[config.mk]
export PLATFORM = sky130hd
export DESIGN_NAME = predictor_ctrl
export DESIGN_NICKNAME = d
export VERILOG_FILES = /design/src/rtl/predictor_pkg.sv /design/src/rtl/pred_fifo.sv /design/src/rtl/predictor_ctrl.sv
export SDC_FILE = /design/constraint.sdc
export NUM_CORES = 1
export LEC_CHECK = 0
export ABC_CLOCK_PERIOD_IN_PS = 2700
export BUFFER_PORTS_ARGS = -buffer_cell sky130_fd_sc_hd__buf_2
export CORE_ASPECT_RATIO = 1.25
export CORE_MARGIN = 8
export CORE_UTILIZATION = 50
export DETAILED_ROUTE_END_ITERATION = 16
export PLACE_DENSITY = 0.67
export RECOVER_POWER = 25
export SETUP_SLACK_MARGIN = 0.4
export SYNTH_ARGS = -nofsm -noshare
export SYNTH_HDL_FRONTEND = slang
export SYNTH_SLANG_ARGS = --single-unit
[constraint.sdc]
create_clock -name clk -period 2.7 [get_ports clk]
set_input_delay 0.54 -clock clk [delete_from_list [all_inputs] [get_ports clk]]
set_output_delay 0.54 -clock clk [all_outputs]
set_load 0.005 [all_outputs]
[src/rtl/predictor_pkg.sv]
// Shared types and counter arithmetic for the 2-bit saturating branch predictor.
package predictor_pkg;

    typedef logic [1:0] ctr_t;

    localparam ctr_t SNT = 2'd0;
    localparam ctr_t WNT = 2'd1;
    localparam ctr_t WT  = 2'd2;
    localparam ctr_t ST  = 2'd3;

    // Clamps at both ends so a strongly biased branch never flips on overflow.
    function automatic ctr_t sat_update(input ctr_t ctr, input logic taken);
        ctr_t next;
        next = ctr;
        if (taken) begin
            if (ctr != ST) next = ctr + 2'd1;
        end else begin
            if (ctr != SNT) next = ctr - 2'd1;
        end
        return next;
    endfunction

endpackage

[src/rtl/pred_fifo.sv]
// Synchronous FIFO holding in-flight predictions; head is visible combinationally on dout.
module pred_fifo #(
    parameter int unsigned W     = 5,
    parameter int unsigned DEPTH = 4
) (
    input  logic                         clk,
    input  logic                         rst_n,
    input  logic                         push,
    input  logic                         pop,
    input  logic                         clear,
    input  logic [W-1:0]                 din,
    output logic [W-1:0]                 dout,
    output logic [$clog2(DEPTH+1)-1:0]   count
);

    localparam int unsigned PTR_W = $clog2(DEPTH);

    logic [W-1:0]     mem [DEPTH];
    logic [PTR_W-1:0] wr_ptr;
    logic [PTR_W-1:0] rd_ptr;

    assign dout = mem[rd_ptr];

    always_ff @(posedge clk) begin
        if (push && !clear) mem[wr_ptr] <= din;
    end

    always_ff @(posedge clk) begin
        if (!rst_n || clear) begin
            wr_ptr <= '0;
            rd_ptr <= '0;
            count  <= '0;
        end else begin
            if (push) wr_ptr <= wr_ptr + 1'b1;
            if (pop)  rd_ptr <= rd_ptr + 1'b1;
            case ({push, pop})
                2'b10:   count <= count + 1'b1;
                2'b01:   count <= count - 1'b1;
                default: count <= count;
            endcase
        end
    end

endmodule

[src/rtl/predictor_ctrl.sv]
// Pattern-history table plus ordered in-flight queue: predicts on request,
// trains the oldest outstanding entry on resolution.
module predictor_ctrl
    import predictor_pkg::*;
#(
    parameter int unsigned IDX_W    = 4,
    parameter int unsigned DEPTH    = 4,
    parameter ctr_t        INIT_CTR = 2'b01
) (
    input  logic                         clk,
    input  logic                         rst_n,
    input  logic                         req_valid,
    input  logic [IDX_W-1:0]             req_idx,
    output logic                         req_ready,
    output logic                         pred_valid,
    output logic                         pred_taken,
    input  logic                         res_valid,
    input  logic                         res_taken,
    output logic                         res_mispredict,
    input  logic                         flush,
    output logic [$clog2(DEPTH+1)-1:0]   inflight_cnt,
    output logic                         res_err
);

    localparam int unsigned CNT_W   = $clog2(DEPTH+1);
    localparam int unsigned ENTRIES = 1 << IDX_W;
    localparam int unsigned ENT_W   = IDX_W + 1;

    ctr_t             pht [ENTRIES];
    logic             accept;
    logic             resolve;
    logic [ENT_W-1:0] head;
    logic [IDX_W-1:0] head_idx;
    logic             head_pred;
    logic             cur_pred;

    assign req_ready = (inflight_cnt != CNT_W'(DEPTH));
    assign accept    = req_valid && req_ready && !flush;
    assign resolve   = res_valid && (inflight_cnt != '0) && !flush;
    assign cur_pred  = pht[req_idx][1];
    assign head_idx  = head[ENT_W-1:1];
    assign head_pred = head[0];

    pred_fifo #(
        .W     (ENT_W),
        .DEPTH (DEPTH)
    ) u_fifo (
        .clk   (clk),
        .rst_n (rst_n),
        .push  (accept),
        .pop   (resolve),
        .clear (flush),
        .din   ({req_idx, cur_pred}),
        .dout  (head),
        .count (inflight_cnt)
    );

    // Prediction reads the table before this edge's update lands, giving
    // read-before-write when a request and resolve hit the same index.
    always_ff @(posedge clk) begin
        if (!rst_n) begin
            for (int unsigned i = 0; i < ENTRIES; i++) begin
                pht[IDX_W'(i)] <= INIT_CTR;
            end
            pred_valid     <= 1'b0;
            pred_taken     <= 1'b0;
            res_mispredict <= 1'b0;
            res_err        <= 1'b0;
        end else begin
            if (resolve) pht[head_idx] <= sat_update(pht[head_idx], res_taken);
            pred_valid     <= accept;
            pred_taken     <= accept && cur_pred;
            res_mispredict <= resolve && (res_taken != head_pred);
            if (res_valid && !flush && (inflight_cnt == '0)) res_err <= 1'b1;
        end
    end

endmodule
==> results of run 1 <==
kinds of logic (layout without fill, tap and decap cells):
group           after synthesis  after routing
fa+ha+maj                     6              6
flops                        65             65
simple gates                115            115
mux                          26             26
compound gates               17             17
buf+inv                      17             65
xor+xnor                      6              6
cell type report:
| class | instances | area share |
|---|---|---|
| clock buffers | 9 | 0.0321 |
| clock inverters | 7 | 0.0185 |
| inverters | 8 | 0.00778 |
| multi-input cells | 170 | 0.365 |
| flip-flops and latches | 65 | 0.472 |
| well taps | 85 | 0.0276 |
| repair buffers | 41 | 0.0765 |
flip-flops by register name, summed over array words and instances (netlist names), named ones only:
signal / cells
pht: 32
u_fifo.mem: 20
u_fifo.count: 3
u_fifo.rd_ptr: 2
u_fifo.wr_ptr: 2
pred_taken: 1
pred_valid: 1
res_err: 1
res_mispredict: 1
metal layers:
layer,share of wire,vias up,GRT usage
li1,-,1040,-
met1,0.38,1093,0.187
met2,0.57,46,0.295
met3,0.033,9,0.0287
met4,0.015,0,0.0974
met5,0,-,0
worst max-delay path by stage:
stage              start          to  slack (ns)  cells after the start
6_report       flip-flop  pht[12][1]        0.19                      8
3_5_place_dp   flip-flop  pht[14][1]        0.07                      8
2_1_floorplan  flip-flop   pht[8][0]        0.26                     10
5_1_grt        flip-flop   pht[5][1]        0.10                      8
3_3_place_gp   flip-flop   pht[2][1]        0.13                      8
4_1_cts        flip-flop  pht[13][1]        0.17                      8
repair_timing:
action | 4_1_cts | 5_1_grt
cloned | 1 | 0
pin swaps | 3 | 6
resized for setup | 17 | 22
buffers inserted | 5 | 5
setup endpoints to repair | 36 | 50
worst max-delay path: stages, from the launching register on:
cell and delay [ns]:
dfxtp_2 0.36, mux4_2 0.59, buf_8 0.19, mux2i_1 0.20
o22ai_2 0.09, or2_4 0.27, a211oi_4 0.31, buf_6 0.19
nor4_1 0.06
power by group through the flow:
stage / clock network [uW] / registers [uW] / logic [uW]
global placement: 0 / 1130 / 177
floorplan: 0 / 1130 / 126
global route: 860 / 1110 / 233
CTS: 823 / 1110 / 199
finish: 815 / 1110 / 216
detailed placement: 0 / 1130 / 180
stage by stage:
| stage | std cells | power (uW) |
|---|---|---|
| detailed placement | 358 | 1310 |
| CTS | 380 | 2130 |
| global route | 385 | 2200 |
| finish | 385 | 2140 |
| floorplan | 252 | 1250 |
| global placement | 358 | 1310 |
cells in the mapped netlist, drive strengths merged, types with 4 or more instances:
cell type	instances	area (um2)
o22ai	8	50.1
dfxtp	13	260
nor2b	4	25.0
nand4b	16	140
mux4	10	236
edfxtp	52	1560
or2	5	36.3
a21oi	4	23.8
and2	6	37.5
nand2	40	150
nor4	16	100
mux2i	16	160
buf	7	72.6
nor2	17	63.8
inv	8	30.0
ha	5	62.6
==> flow_summary.toml, run 1 <==
[power]
power_density_nw_per_um2 = 554
p_leak_uw = 0.00130
p_comb_frac = 0.101
max-vdd-ir-drop_mv = 0.238
power.net_switching_uw = 532
p_clk_frac = 0.381
p_seq_frac = 0.518
swShare = 0.248
p_int_uw = 1610

[global_routing]
overflow = 0
grt_pass1_wl_mm = 11.7
grt_pass1_vias = 2273
grt_antenna_before_repair = 0
grt_max_degree = 20
track_usage = 0.169

[sta]
finClkSkew_ns = 0.00691
fin_crit_ns = 2.51
final.setup.worst_slack_ns = 0.187
worstMarginPinSlew_ns = 0.907
post-route-period-util = 0.931
slew_viol_final = 0
whs_ns = 0.493
fin_setup_tns_ns = 0
setup_viol = 0
fmax_ghz = 0.398
rsz0062_at_grt = "true"
final-hold-violation-count = 0
relSlewSlack = 0.395

[detailed_routing]
wl_per_cell_um = 19.4
num_vias = 2188
antenna_left = 0
route.detailed.drc = 0
drt-initial-drc-count = 138
first_pass_iters = 4
postRouteWirelength_mm = 7.47
viasPerCell = 5.68

[synthesis]
synthAdderAreaFrac = 0.0257
synth_top_family_by_area = "simple AND/OR/NAND/NOR gates"
synthMuxAreaShare = 0.123
syn_inst = 252
yosysWarnings = 0
synth-seq-cells = 65
synth_compound_gate_area_share = 0.0420
syn-num-nets = 268
synthArstFlopShare = 0
synthSimpleGateAreaFrac = 0.192
synth_enable_flop_cells = 52
synth_xor_area_frac = 0.0163
synth_flop_cell = "edfxtp_1"
yosysUniqueCellTypes = 37
synth-seq-area-share = 0.566
syn_area_um2 = 3220
synth.avg_cell_area_um2 = 12.8

[final_layout]
synthToLayoutAreaGrowth_pct = 20.0
final_layout_size_suffix_gt1_frac = 0.287
multiInputGateArea_um2 = 1410
final_common_cell = "edfxtp_1"
n_fill_cell = 484
final_cell_area_um2 = 3860
utilization = 0.622
final_nets = 311
final_cell_mix = "edfxtp_1, nand2_1, nand4b_1"
num_antenna_cells = 0
seq_area_um2 = 1820

[die]
start_util = 0.518
die_w_um = 87.7
die-area_um2 = 9270
die_h_um = 106
core_um2 = 6210
ios = 18
row_count = 32

[place]
placement.cell_area_um2 = 3440
pre_cts_ws_ns = 0.0735
place_congestion = 0.834
dp_hpwl_mm = 5.25
io_buffers = 17

[worst_setup_path]
setup.worst_path.class = "flip-flop to flip-flop"
cp-end-kind = "flip-flop"
critPathRequiredTime_ns = 2.79
start_kind = "flip-flop"
worst-path-max-fanout = 10
r2r_slack_ns = 0.19
crit_arrival_ns = 2.61
timing.rr.end = "pht[12][1]"
r2r_cells = 8

[min_path]
min_from = "res_valid"
whs_endpoint = "res_err"
hold_class = "input port to flip-flop"
min_path_cells = 3

[job]
maxCapViolations = 0

[clocking]
cts_tree = "yes"
clock_path_buffers = 2
clkSlewWorstSetupHoldPaths_ns = 0.07
cts_buffers = 9
worstSkewPairLatency_ns = 0.34
cts.sinks = 65
ctsHtreeMaxLevel = 3
cts_hold_buf = 0
cts_root_buf = "clkbuf_8"

[outcome]
status = "completed"
(Power assumes the default switching activity.)
==> inputs of run 2 (changes only) <==
- ABC_CLOCK_PERIOD_IN_PS: 2700 -> 2600
- clock period: 2.7 -> 2.6 ns (I/O delays scaled with it)
==> run 2 against run 1 <==
Flip-flop and latch count unchanged; global-route usage hardly changed; critical path type unchanged; hold slack lost 0.030 ns; sequential share of layout area down 0.38 points; non-clock buffer count down 8; sequential power rose by 4%; critical path depth did not move; combinational power about the same; largest cell class unchanged; power is 17% higher; critical endpoint is now pht[1][1].
==> flow_summary.toml, run 2 (same netlist as run 1, synthesis figures left out) <==
[detailed_routing]
route.detailed.drc = 0
wl_per_cell_um = 19.2
num_vias = 2181
drt-initial-drc-count = 104
viasPerCell = 5.79
antenna_left = 0
first_pass_iters = 4
postRouteWirelength_mm = 7.25

[final_layout]
num_antenna_cells = 0
final_common_cell = "edfxtp_1"
finalNonFillerCells = 377
synthToLayoutAreaGrowth_pct = 21.0
final_layout_size_suffix_gt1_frac = 0.281
final_cell_mix = "edfxtp_1, nand2_1, nand4b_1"
reg.largest.list = "pht: 32 flops, u_fifo.mem: 20 flops, u_fifo.count: 3 flops"
largest_register_ffs = 32
final_nets = 303
top_register = "pht"

[worst_setup_path]
critPathTopFamily = "simple AND/OR/NAND/NOR gates"
worst-path-max-fanout = 8
cp-end-kind = "flip-flop"
crit_arrival_ns = 2.64
max_stage_delay_ns = 0.60
crit_chain = "buf_6 -> mux4_2 -> or2b_4 -> o22ai_1 -> or2_4 -> a211oi_4 -> buf_6 -> nor4_2"
start_kind = "flip-flop"
crit_buf_inv = 2
critPathRequiredTime_ns = 2.75
cp.depth = 8
worst_path_most_repeated_cell = "buf_6"
crit_path_top_delay_cell = "mux4_2"
setup.worst_path.class = "flip-flop to flip-flop"
r2r_cells = 8

[min_path]
hold_class = "input port to flip-flop"
min_from = "req_valid"
min_path_cells = 3

[die]
die_w_um = 87.7
die_h_um = 106
die-area_um2 = 9270
start_util = 0.518
row_count = 32
core_um2 = 6210
ios = 18

[power]
p_seq_frac = 0.458
p_clk_frac = 0.455
p_int_uw = 1960
max-vdd-ir-drop_mv = 0.372
p_leak_uw = 0.00131
power_density_nw_per_um2 = 645
power.net_switching_uw = 550
swShare = 0.219
p_comb_frac = 0.087

[clocking]
worstSkewPairLatency_ns = 0.34
cts_root_buf = "clkbuf_8"
ctsHtreeMaxLevel = 3
cts.sinks = 65
clkSlewWorstSetupHoldPaths_ns = 0.07
cts_tree = "yes"
cts_buffers = 9
cts_hold_buf = 0
clock_path_buffers = 2

[global_routing]
grt_max_degree = 20
grt_antenna_before_repair = 0
overflow = 0
grt_pass1_wl_mm = 11.8
track_usage = 0.169
grt_pass1_vias = 2351

[sta]
setup_viol = 0
relSlewSlack = 0.399
fin_crit_ns = 2.50
final-hold-violation-count = 0
worstMarginPinSlew_ns = 0.901
fmax_ghz = 0.400
post-route-period-util = 0.960
final.setup.worst_slack_ns = 0.103
slew_viol_final = 0
rsz0062_at_grt = "true"
finClkSkew_ns = 0.0109

[outcome]
status = "completed"

[place]
pre_cts_ws_ns = -0.0121
io_buffers = 17
place_congestion = 0.859
numPlacedInstances = 355
dp_hpwl_mm = 5.09

[job]
maxCapViolations = 0
-- run 2: metal layers --
metal  routed length, um  part of all wire  global-route usage  vias up
met2                3850              0.53               0.297       52
li1                    -                 -                   -     1025
met4                 234             0.032              0.0912        0
met5                   0                 0                   0        -
met3                 204             0.028              0.0264       21
met1                2950              0.41               0.188     1083
-- run 2: worst paths after layout --
path,to,slack [ns]
max,pht[1][1],0.10
min,u_fifo.wr_ptr[1],0.46
max reg2reg,pht[1][1],0.10
min reg2reg,res_err,0.49
-- run 2: final cells by class --
| class | instances | area, um2 |
|---|---|---|
| sequential | 65 | 1820 |
| clock inverter | 7 | 143 |
| tap | 85 | 106 |
| multi-input combinational | 170 | 1430 |
| fill | 487 | 2310 |
| inverter | 8 | 30.0 |
| timing repair buffer | 33 | 240 |
| clock buffer | 9 | 124 |
-- run 2: timing repair --
action,CTS,global route
pin swaps,3,3
buffers inserted,4,2
hold endpoints to repair,0,0
resized for setup,21,15
endpoints found under the setup margin,33,57
-- run 2: stage by stage --
stage	area [um2]	power, uW	utilization	hold WS (ns)	TNS (ns)
finish	3890	2510	0.627	0.463	0
detailed placement	3450	1370	0.556	0.475	-0.0185
global route	3890	2590	0.627	0.498	-0.0170
global placement	3450	1360	0.556	0.468	0
floorplan	3230	1300	-	0.469	0
CTS	3840	2510	0.619	0.412	0
-- run 2: power groups by stage --
stage | clock (uW) | combinational [uW] | sequential [uW]
detailed placement | 0 | 193 | 1170
CTS | 1150 | 211 | 1150
global route | 1200 | 236 | 1150
floorplan | 0 | 131 | 1170
global placement | 0 | 189 | 1170
finish | 1140 | 218 | 1150
-- run 2: worst reg2reg max path, delay by kind of cell, from the launching register on --
family,cells,cell delay [ns]
AO/OA/AOI/OAI,2,0.27
flip-flops,1,0.35
multiplexers,1,0.60
buffers and inverters,2,0.27
AND/OR/NAND/NOR,3,0.81
